## config.mk

```make
export PLATFORM = sky130hd
export DESIGN_NAME = sample_fifo_flat
export DESIGN_NICKNAME = d
export VERILOG_FILES = /design/src/rtl/sample_fifo_if.sv /design/src/rtl/sample_fifo.sv /design/src/flat_wrapper.sv
export SDC_FILE = /design/constraint.sdc
export NUM_CORES = 1
export LEC_CHECK = 0
export CAP_MARGIN = 15
export CORE_MARGIN = 2
export CORE_UTILIZATION = 40
export CTS_BUF_LIST = sky130_fd_sc_hd__clkbuf_4 sky130_fd_sc_hd__clkbuf_8
export CTS_CLUSTER_DIAMETER = 50
export CTS_CLUSTER_SIZE = 16
export DETAILED_ROUTE_END_ITERATION = 16
export GPL_ROUTABILITY_DRIVEN = 0
export PLACE_DENSITY = 0.55
export SYNTH_ARGS = -nofsm -noshare
export SYNTH_HDL_FRONTEND = slang
export SYNTH_SLANG_ARGS = --single-unit
```

## constraint.sdc

```tcl
create_clock -name clk_i -period 13.4 [get_ports clk_i]
set_clock_uncertainty 0.2 [all_clocks]
set_input_delay 2.01 -clock clk_i [delete_from_list [all_inputs] [get_ports clk_i]]
set_output_delay 2.01 -clock clk_i [all_outputs]
set_load 0.05 [all_outputs]
```

## src/rtl/sample_fifo_if.sv

```systemverilog
// Handshake bundle between a DSP stage and the multi-channel sample FIFO.
interface sample_fifo_if #(
  parameter int PKT_WIDTH = 16,
  parameter int NUM_CH    = 2,
  parameter int DEPTH     = 8
);
  localparam int FW = NUM_CH * PKT_WIDTH;
  localparam int LW = $clog2(DEPTH + 1);

  logic [FW-1:0]     pkt_i;
  logic              wrEN_i;
  logic              rdEN_i;
  logic              clrErr_i;
  logic [FW-1:0]     pktOut_s_o;
  logic              empty_o;
  logic              full_o;
  logic [LW-1:0]     level_o;
  logic [NUM_CH-1:0] pktOutChanged_s_o;
  logic              overflow_s_o;
  logic              underflow_s_o;

  modport master (
    output pkt_i, wrEN_i, rdEN_i, clrErr_i,
    input  pktOut_s_o, empty_o, full_o, level_o,
    input  pktOutChanged_s_o, overflow_s_o, underflow_s_o
  );

  modport slave (
    input  pkt_i, wrEN_i, rdEN_i, clrErr_i,
    output pktOut_s_o, empty_o, full_o, level_o,
    output pktOutChanged_s_o, overflow_s_o, underflow_s_o
  );
endinterface

```

## src/rtl/sample_fifo.sv

```systemverilog
// FWFT multi-channel sample FIFO with overflow policy and change strobes.
module sample_fifo #(
  parameter int PKT_WIDTH   = 16,
  parameter int NUM_CH      = 2,
  parameter int DEPTH       = 8,
  parameter int DROP_OLDEST = 0
) (
  input logic         clk_i,
  input logic         rst_n_i,
  sample_fifo_if.slave bus
);
  localparam int FW = NUM_CH * PKT_WIDTH;
  localparam int AW = $clog2(DEPTH);
  localparam int LW = $clog2(DEPTH + 1);
  localparam bit DROP = (DROP_OLDEST != 0);

  logic [FW-1:0]     mem [DEPTH];
  logic [AW-1:0]     wr_ptr;
  logic [AW-1:0]     rd_ptr;
  logic [LW-1:0]     level;
  logic [FW-1:0]     last;
  logic [FW-1:0]     head;
  logic [NUM_CH-1:0] changed;
  logic [NUM_CH-1:0] diff;
  logic              ovf;
  logic              udf;
  logic              empty;
  logic              full;
  logic              do_push;
  logic              do_pop;
  logic              ovf_evt;
  logic              udf_evt;
  logic              drop;

  assign empty = (level == '0);
  assign full  = (level == LW'(DEPTH));
  assign head  = mem[rd_ptr];

  // A full FIFO still accepts a push when a pop frees the slot.
  assign do_pop  = bus.rdEN_i & ~empty;
  assign do_push = bus.wrEN_i & (~full | bus.rdEN_i);
  assign ovf_evt = bus.wrEN_i & full & ~bus.rdEN_i;
  assign udf_evt = bus.rdEN_i & empty;
  assign drop    = ovf_evt & DROP;

  always_comb begin
    diff = '0;
    for (int c = 0; c < NUM_CH; c++) begin
      diff[c] = head[c*PKT_WIDTH +: PKT_WIDTH]
             != last[c*PKT_WIDTH +: PKT_WIDTH];
    end
  end

  always_ff @(posedge clk_i) begin
    if (do_push | drop) begin
      mem[wr_ptr] <= bus.pkt_i;
    end
  end

  always_ff @(posedge clk_i) begin
    if (!rst_n_i) begin
      wr_ptr  <= '0;
      rd_ptr  <= '0;
      level   <= '0;
      last    <= '0;
      changed <= '0;
      ovf     <= 1'b0;
      udf     <= 1'b0;
    end else begin
      if (do_push | drop) begin
        wr_ptr <= wr_ptr + 1'b1;
      end
      if (do_pop | drop) begin
        rd_ptr <= rd_ptr + 1'b1;
      end
      level   <= level + LW'(do_push) - LW'(do_pop);
      changed <= do_pop ? diff : '0;
      if (do_pop) begin
        last <= head;
      end
      ovf <= ovf_evt | (ovf & ~bus.clrErr_i);
      udf <= udf_evt | (udf & ~bus.clrErr_i);
    end
  end

  assign bus.pktOut_s_o        = empty ? last : head;
  assign bus.empty_o           = empty;
  assign bus.full_o            = full;
  assign bus.level_o           = level;
  assign bus.pktOutChanged_s_o = changed;
  assign bus.overflow_s_o      = ovf;
  assign bus.underflow_s_o     = udf;
endmodule

```

## src/flat_wrapper.sv

```systemverilog
// flat-port wrapper written by rule: the top's interface ports become plain ports
module sample_fifo_flat 
#(
  parameter int PKT_WIDTH   = 16,
  parameter int NUM_CH      = 2,
  parameter int DEPTH       = 8,
  parameter int DROP_OLDEST = 0
)
  (clk_i, rst_n_i, bus_pkt_i, bus_wrEN_i, bus_rdEN_i, bus_clrErr_i, bus_pktOut_s_o, bus_empty_o, bus_full_o, bus_level_o, bus_pktOutChanged_s_o, bus_overflow_s_o, bus_underflow_s_o);
  sample_fifo_if #(.PKT_WIDTH(PKT_WIDTH), .NUM_CH(NUM_CH), .DEPTH(DEPTH)) bus_i ();
  input logic clk_i;
  input logic rst_n_i;
  input wire logic [$bits(bus_i.pkt_i)-1:0] bus_pkt_i;
  input wire logic [$bits(bus_i.wrEN_i)-1:0] bus_wrEN_i;
  input wire logic [$bits(bus_i.rdEN_i)-1:0] bus_rdEN_i;
  input wire logic [$bits(bus_i.clrErr_i)-1:0] bus_clrErr_i;
  output wire logic [$bits(bus_i.pktOut_s_o)-1:0] bus_pktOut_s_o;
  output wire logic [$bits(bus_i.empty_o)-1:0] bus_empty_o;
  output wire logic [$bits(bus_i.full_o)-1:0] bus_full_o;
  output wire logic [$bits(bus_i.level_o)-1:0] bus_level_o;
  output wire logic [$bits(bus_i.pktOutChanged_s_o)-1:0] bus_pktOutChanged_s_o;
  output wire logic [$bits(bus_i.overflow_s_o)-1:0] bus_overflow_s_o;
  output wire logic [$bits(bus_i.underflow_s_o)-1:0] bus_underflow_s_o;
  assign bus_i.pkt_i = bus_pkt_i;
  assign bus_i.wrEN_i = bus_wrEN_i;
  assign bus_i.rdEN_i = bus_rdEN_i;
  assign bus_i.clrErr_i = bus_clrErr_i;
  assign bus_pktOut_s_o = bus_i.pktOut_s_o;
  assign bus_empty_o = bus_i.empty_o;
  assign bus_full_o = bus_i.full_o;
  assign bus_level_o = bus_i.level_o;
  assign bus_pktOutChanged_s_o = bus_i.pktOutChanged_s_o;
  assign bus_overflow_s_o = bus_i.overflow_s_o;
  assign bus_underflow_s_o = bus_i.underflow_s_o;
  sample_fifo #(.PKT_WIDTH(PKT_WIDTH), .NUM_CH(NUM_CH), .DEPTH(DEPTH), .DROP_OLDEST(DROP_OLDEST)) u_core (.clk_i(clk_i), .rst_n_i(rst_n_i), .bus(bus_i));
endmodule
```

== Word level (Yosys, flattened, before mapping) ==
Memories as Yosys holds them, arrays and structs flattened. A register that Yosys moved wholly into a read port is not among the register bits.
Cells that the tools add are included.
Operators by class
  equality and inequality tests: 3
  bitwise logic cells: 14
  reduce and logical (&&, ||, !) cells: 2
  add/subtract/negate cells: 4
  muxes and demuxes: 5
Operator list (number)
  two-way mux 32 bit: 1
  != test 16 bit: 2
  bitwise AND 1 bit: 7
  adder 3 x 1 -> 3 bit (second input constant): 2
  two-way mux 3 bit: 2
  adder 4 x 1 -> 4 bit: 1
  equality test 4 bit (second input constant): 1
  logical NOT 4 bit: 1
  inverter 1 bit: 4
  subtractor 4 x 1 -> 4 bit: 1
  OR 1 bit: 3
  two-way mux 1 bit: 2
  AND reduction 2 bit: 1
Storage, ports and cells
  memories: 1
  output and inout bits: 42
  input bits: 37
  bits in writable memories: 256
  flip-flop bits (word level): 46
  logic and storage cells: 36
Memories
  u_core.mem: words 8, width 32, read ports 1, clocked after memory_dff 1, write ports 1, line sample_fifo.sv:17  | logic [FW-1:0] mem [DEPTH];

== Longest topological paths before layout ==
  word-level depth: 6
  gate-level depth with buffers: 15
  depth with buffers taken out: 12

== Least setup slack after synthesis ==
OpenSTA, ideal clock, no wires.
  path type: input -> register
  start point: input bus_rdEN_i
  end point: memory u_core.mem[0][0] (netlist bit), enable pin
  data required time: 12699 ps
  setup slack: 7369 ps
  data arrival time: 5330 ps
  path buffers: 0
  cell stages on the path: 3
  setup time: 501 ps
  cells stage by stage: nor2b_1 > nand2b_1 > nor4_1
On the way
  longest elaborated chain between the ends: 4
RTL lines
  start: declaration: line flat_wrapper.sv:15  | input wire logic [$bits(bus_i.rdEN_i)-1:0] bus_rdEN_i;
  OR 1 bit: line sample_fifo.sv:41  | assign do_push = bus.wrEN_i & (~full | bus.rdEN_i);
  bitwise AND 1 bit: line sample_fifo.sv:41
  two-way mux 1 bit: line sample_fifo.sv:55  | if (do_push | drop) begin
  two-way mux 1 bit (implied by the code): line sample_fifo.sv:56  | mem[wr_ptr] <= bus.pkt_i;
  end: declaration: line sample_fifo.sv:17
No other way between the ends.

==> results.cfg <==
[outcome]
status = finished, final reports clean

[grt]
grt_max_degree = 56
antenna_found_initial = 0
grt_pass1_vias = 7165
groute.usage.overall = 0.171
overflow = 0
grt_pass1_wl_mm = 42.7

[cts]
ctsResizeCount = 0
clock_tree.htree_level_count = 1
clock_latency_ps = 600
clock-sinks = 305
cts_root_buf = clkbuf_8
cts.path.max_buffers = 3
ctsHoldBuffers = 0
clk_pin_slew_worst_paths_ps = 90
post-cts-setup-buffers = 0
cts_tree = yes
cts_buffers = 29

[timing]
fin_crit_sh = 0.479
worst_pin_slew_ps = 1090
fin_setup_tns_ps = 0
slew_viol_final = 0
fmax_mhz = 156
final.min_clock_period_ps = 6410
setup_viol = 0
slew_headroom = 0.276
rsz0062_at_grt = no
hold_viol_final = 0

[hold_path]
hold_depth = 2
worst_hold_path_type = register to register

[floorplanning]
die_h_um = 181
io_pins = 79
die-width_um = 181
placementRows = 64
initial_core_util = 0.409
core_area_um2 = 30800
die_area_um2 = 32900

[power_and_ir_drop]
pwr-share-clk = 0.203
ir_worst_vdd_v = 0.0000945
p_int_mw = 1.80
powerDensity_nw_per_um2 = 202
switchingPower_mw = 1.11
seq_power_share = 0.407
comb_power_share = 0.390
leakage_nw = 4.79
sw_frac_of_total = 0.382

[routing]
wl_met2_mm = 14.3
drc = 0
drt_iter0_markers = 403
drt-pass1-iter-count = 5
vias = 6804
drt-vias-per-instance = 5.27
drt-wirelength-per-cell_um = 21.7
wl_met1_mm = 12.3
wirelength_mm = 28.1
top_layer = met4
met3_length_mm = 1.04
antenna_left = 0

[yosys]
netlist_area_um2 = 12600
syn_inst = 791
synth_top_flop_cell = edfxtp_1
ys_warn_count = 0
ys_seq_area_frac = 0.688
syn_nets = 837
ys_seq_elements = 305
async_flop_share = 0
avgSynthCellArea_um2 = 15.9
synth_edf_count = 256
ys_types = 45

[critical_path]
cp-end-kind = primary output
crit_arrival_ps = 4200
r2r_end = u_core.bus.level_o[2]$_SDFF_PN0_
reg2reg_depth = 12
crit_end = bus_pktOut_s_o[10]
startpoint_type = register
crit_type = register to primary output
cp_max_fo = 55
worst-r2r-setup-slack_ps = 8570
worstPathRequired_ps = 11190
rr_startpoint = u_core.bus.level_o[2]$_SDFF_PN0_

[layout]
synthToLayoutAreaGrowth_pct = 14.3
fill_cells = 2618
fin_nets = 918
drive_gt1_frac = 0.161
fin_area_um2 = 14400

[placed_design]
placed_cell_area_um2 = 13800
port_buffers = 78
hpwl_mm = 15.9

[flow_run]
maxCapViolCount = 0
==> power groups by stage <==
stage	clock network, mW	registers, mW	logic [mW]
after global placement	0	1.20	1.13
after detailed placement	0	1.21	1.15
after floorplan	0	1.18	0.845
final	0.590	1.18	1.13
after global routing	0.645	1.20	1.21
after CTS	0.609	1.19	1.15
==> cells by family after synthesis <==
logic type,synth area share
muxes,0.137
and+or+nand+nor,0.0599
adders and majority gates,0.00954
DFF,0.688
buffers and inverters,0.0236
xor gates and xnor gates,0.0153
AOI/OAI and AO/OA,0.0664
==> worst min path at each step <==
stage                                  from                            to  slack [ps]
6_report       u_core.last[13]$_SDFFE_PN0P_  u_core.last[13]$_SDFFE_PN0P_         290
5_1_grt         u_core.last[9]$_SDFFE_PN0P_   u_core.last[9]$_SDFFE_PN0P_         330
4_1_cts        u_core.last[13]$_SDFFE_PN0P_  u_core.last[13]$_SDFFE_PN0P_         300
3_5_place_dp    u_core.last[7]$_SDFFE_PN0P_   u_core.last[7]$_SDFFE_PN0P_         280
3_3_place_gp    u_core.last[9]$_SDFFE_PN0P_   u_core.last[9]$_SDFFE_PN0P_         270
2_1_floorplan  u_core.last[13]$_SDFFE_PN0P_  u_core.last[13]$_SDFFE_PN0P_         250
==> sequential cells by signal, summed over array words and instances, names as in the netlist, named ones only <==
name	cells
u_core.bus.level_o	4
u_core.bus.overflow_s_o	1
u_core.bus.pktOutChanged_s_o	2
u_core.bus.underflow_s_o	1
u_core.last	32
u_core.mem	256
u_core.rd_ptr	3
u_core.wr_ptr	3
==> metrics by stage <==
stage | cells | utilization | hold slack [ps] | worst slack [ps] | total power, mW
global route | 1290 | 0.467 | 330 | 6710 | 3.05
detailed placement | 1237 | 0.447 | 285 | 7560 | 2.35
finish | 1291 | 0.467 | 293 | 6990 | 2.91
CTS | 1290 | 0.467 | 296 | 6880 | 2.94
floorplan | 791 | - | 253 | 7370 | 2.03
global placement | 1237 | 0.447 | 268 | 7590 | 2.33
==> per-layer routing <==
layer	global-route usage	up-vias
li1	-	3189
met1	0.222	3451
met2	0.307	130
met3	0.0205	34
met4	0.0397	0
met5	0	-
==> critical path, cell delays in order (launching register included) <==
cell and delay, ps:
dfxtp_4 1040, buf_4 770, mux2_2 410, o22ai_1 210
nor2_1 120, mux2_2 280, clkdlybuf4s50_1 700
==> synth_stat cells (10+ instances only) <==
cell type	instances	area share
mux4_2	24	0.043
nand2_1	78	0.023
o21ai_0	24	0.0095
mux2i_1	59	0.047
a22o_1	14	0.0097
nor2_1	18	0.0054
mux2_2	25	0.022
mux2_1	11	0.0098
o211a_1	16	0.013
xnor2_1	21	0.015
edfxtp_1	256	0.61
clkbuf_1	20	0.0060
nor3_1	18	0.0072
inv_1	10	0.0030
a21boi_0	17	0.010
dfxtp_1	49	0.078
and2_1	10	0.0050
o22ai_1	10	0.0050
a22oi_1	12	0.0072
==> cell type report <==
type,instances,area [um2],share of cell area
clock buffer,34,443,0.0308
antenna,1,2.50,0.000174
tap,396,495,0.0344
multi-input combinational,433,3680,0.255
inverter,11,41.3,0.00287
sequential,305,8670,0.602
clock inverter,19,179,0.0124
timing repair buffer,92,886,0.0615
==> placed cells by master, fill, tap and decap left out, types with 8 or more instances in the layout <==
cell and n:
a21boi_0 17, a22o_1 14, a22oi_1 12, and2_1 10
buf_4 14, clkbuf_8 30, clkdlybuf4s50_1 78, dfxtp_1 48
edfxtp_1 256, ha_1 8, inv_1 10, mux2_1 11
mux2_2 25, mux2_4 8, mux2i_1 59, mux4_2 24
nand2_1 78, nor2_1 15, nor2b_1 8, nor3_1 14
o211a_1 16, o21ai_0 24, o22ai_1 10, xnor2_1 21
Note: power is estimated with default switching activity, not from simulation.
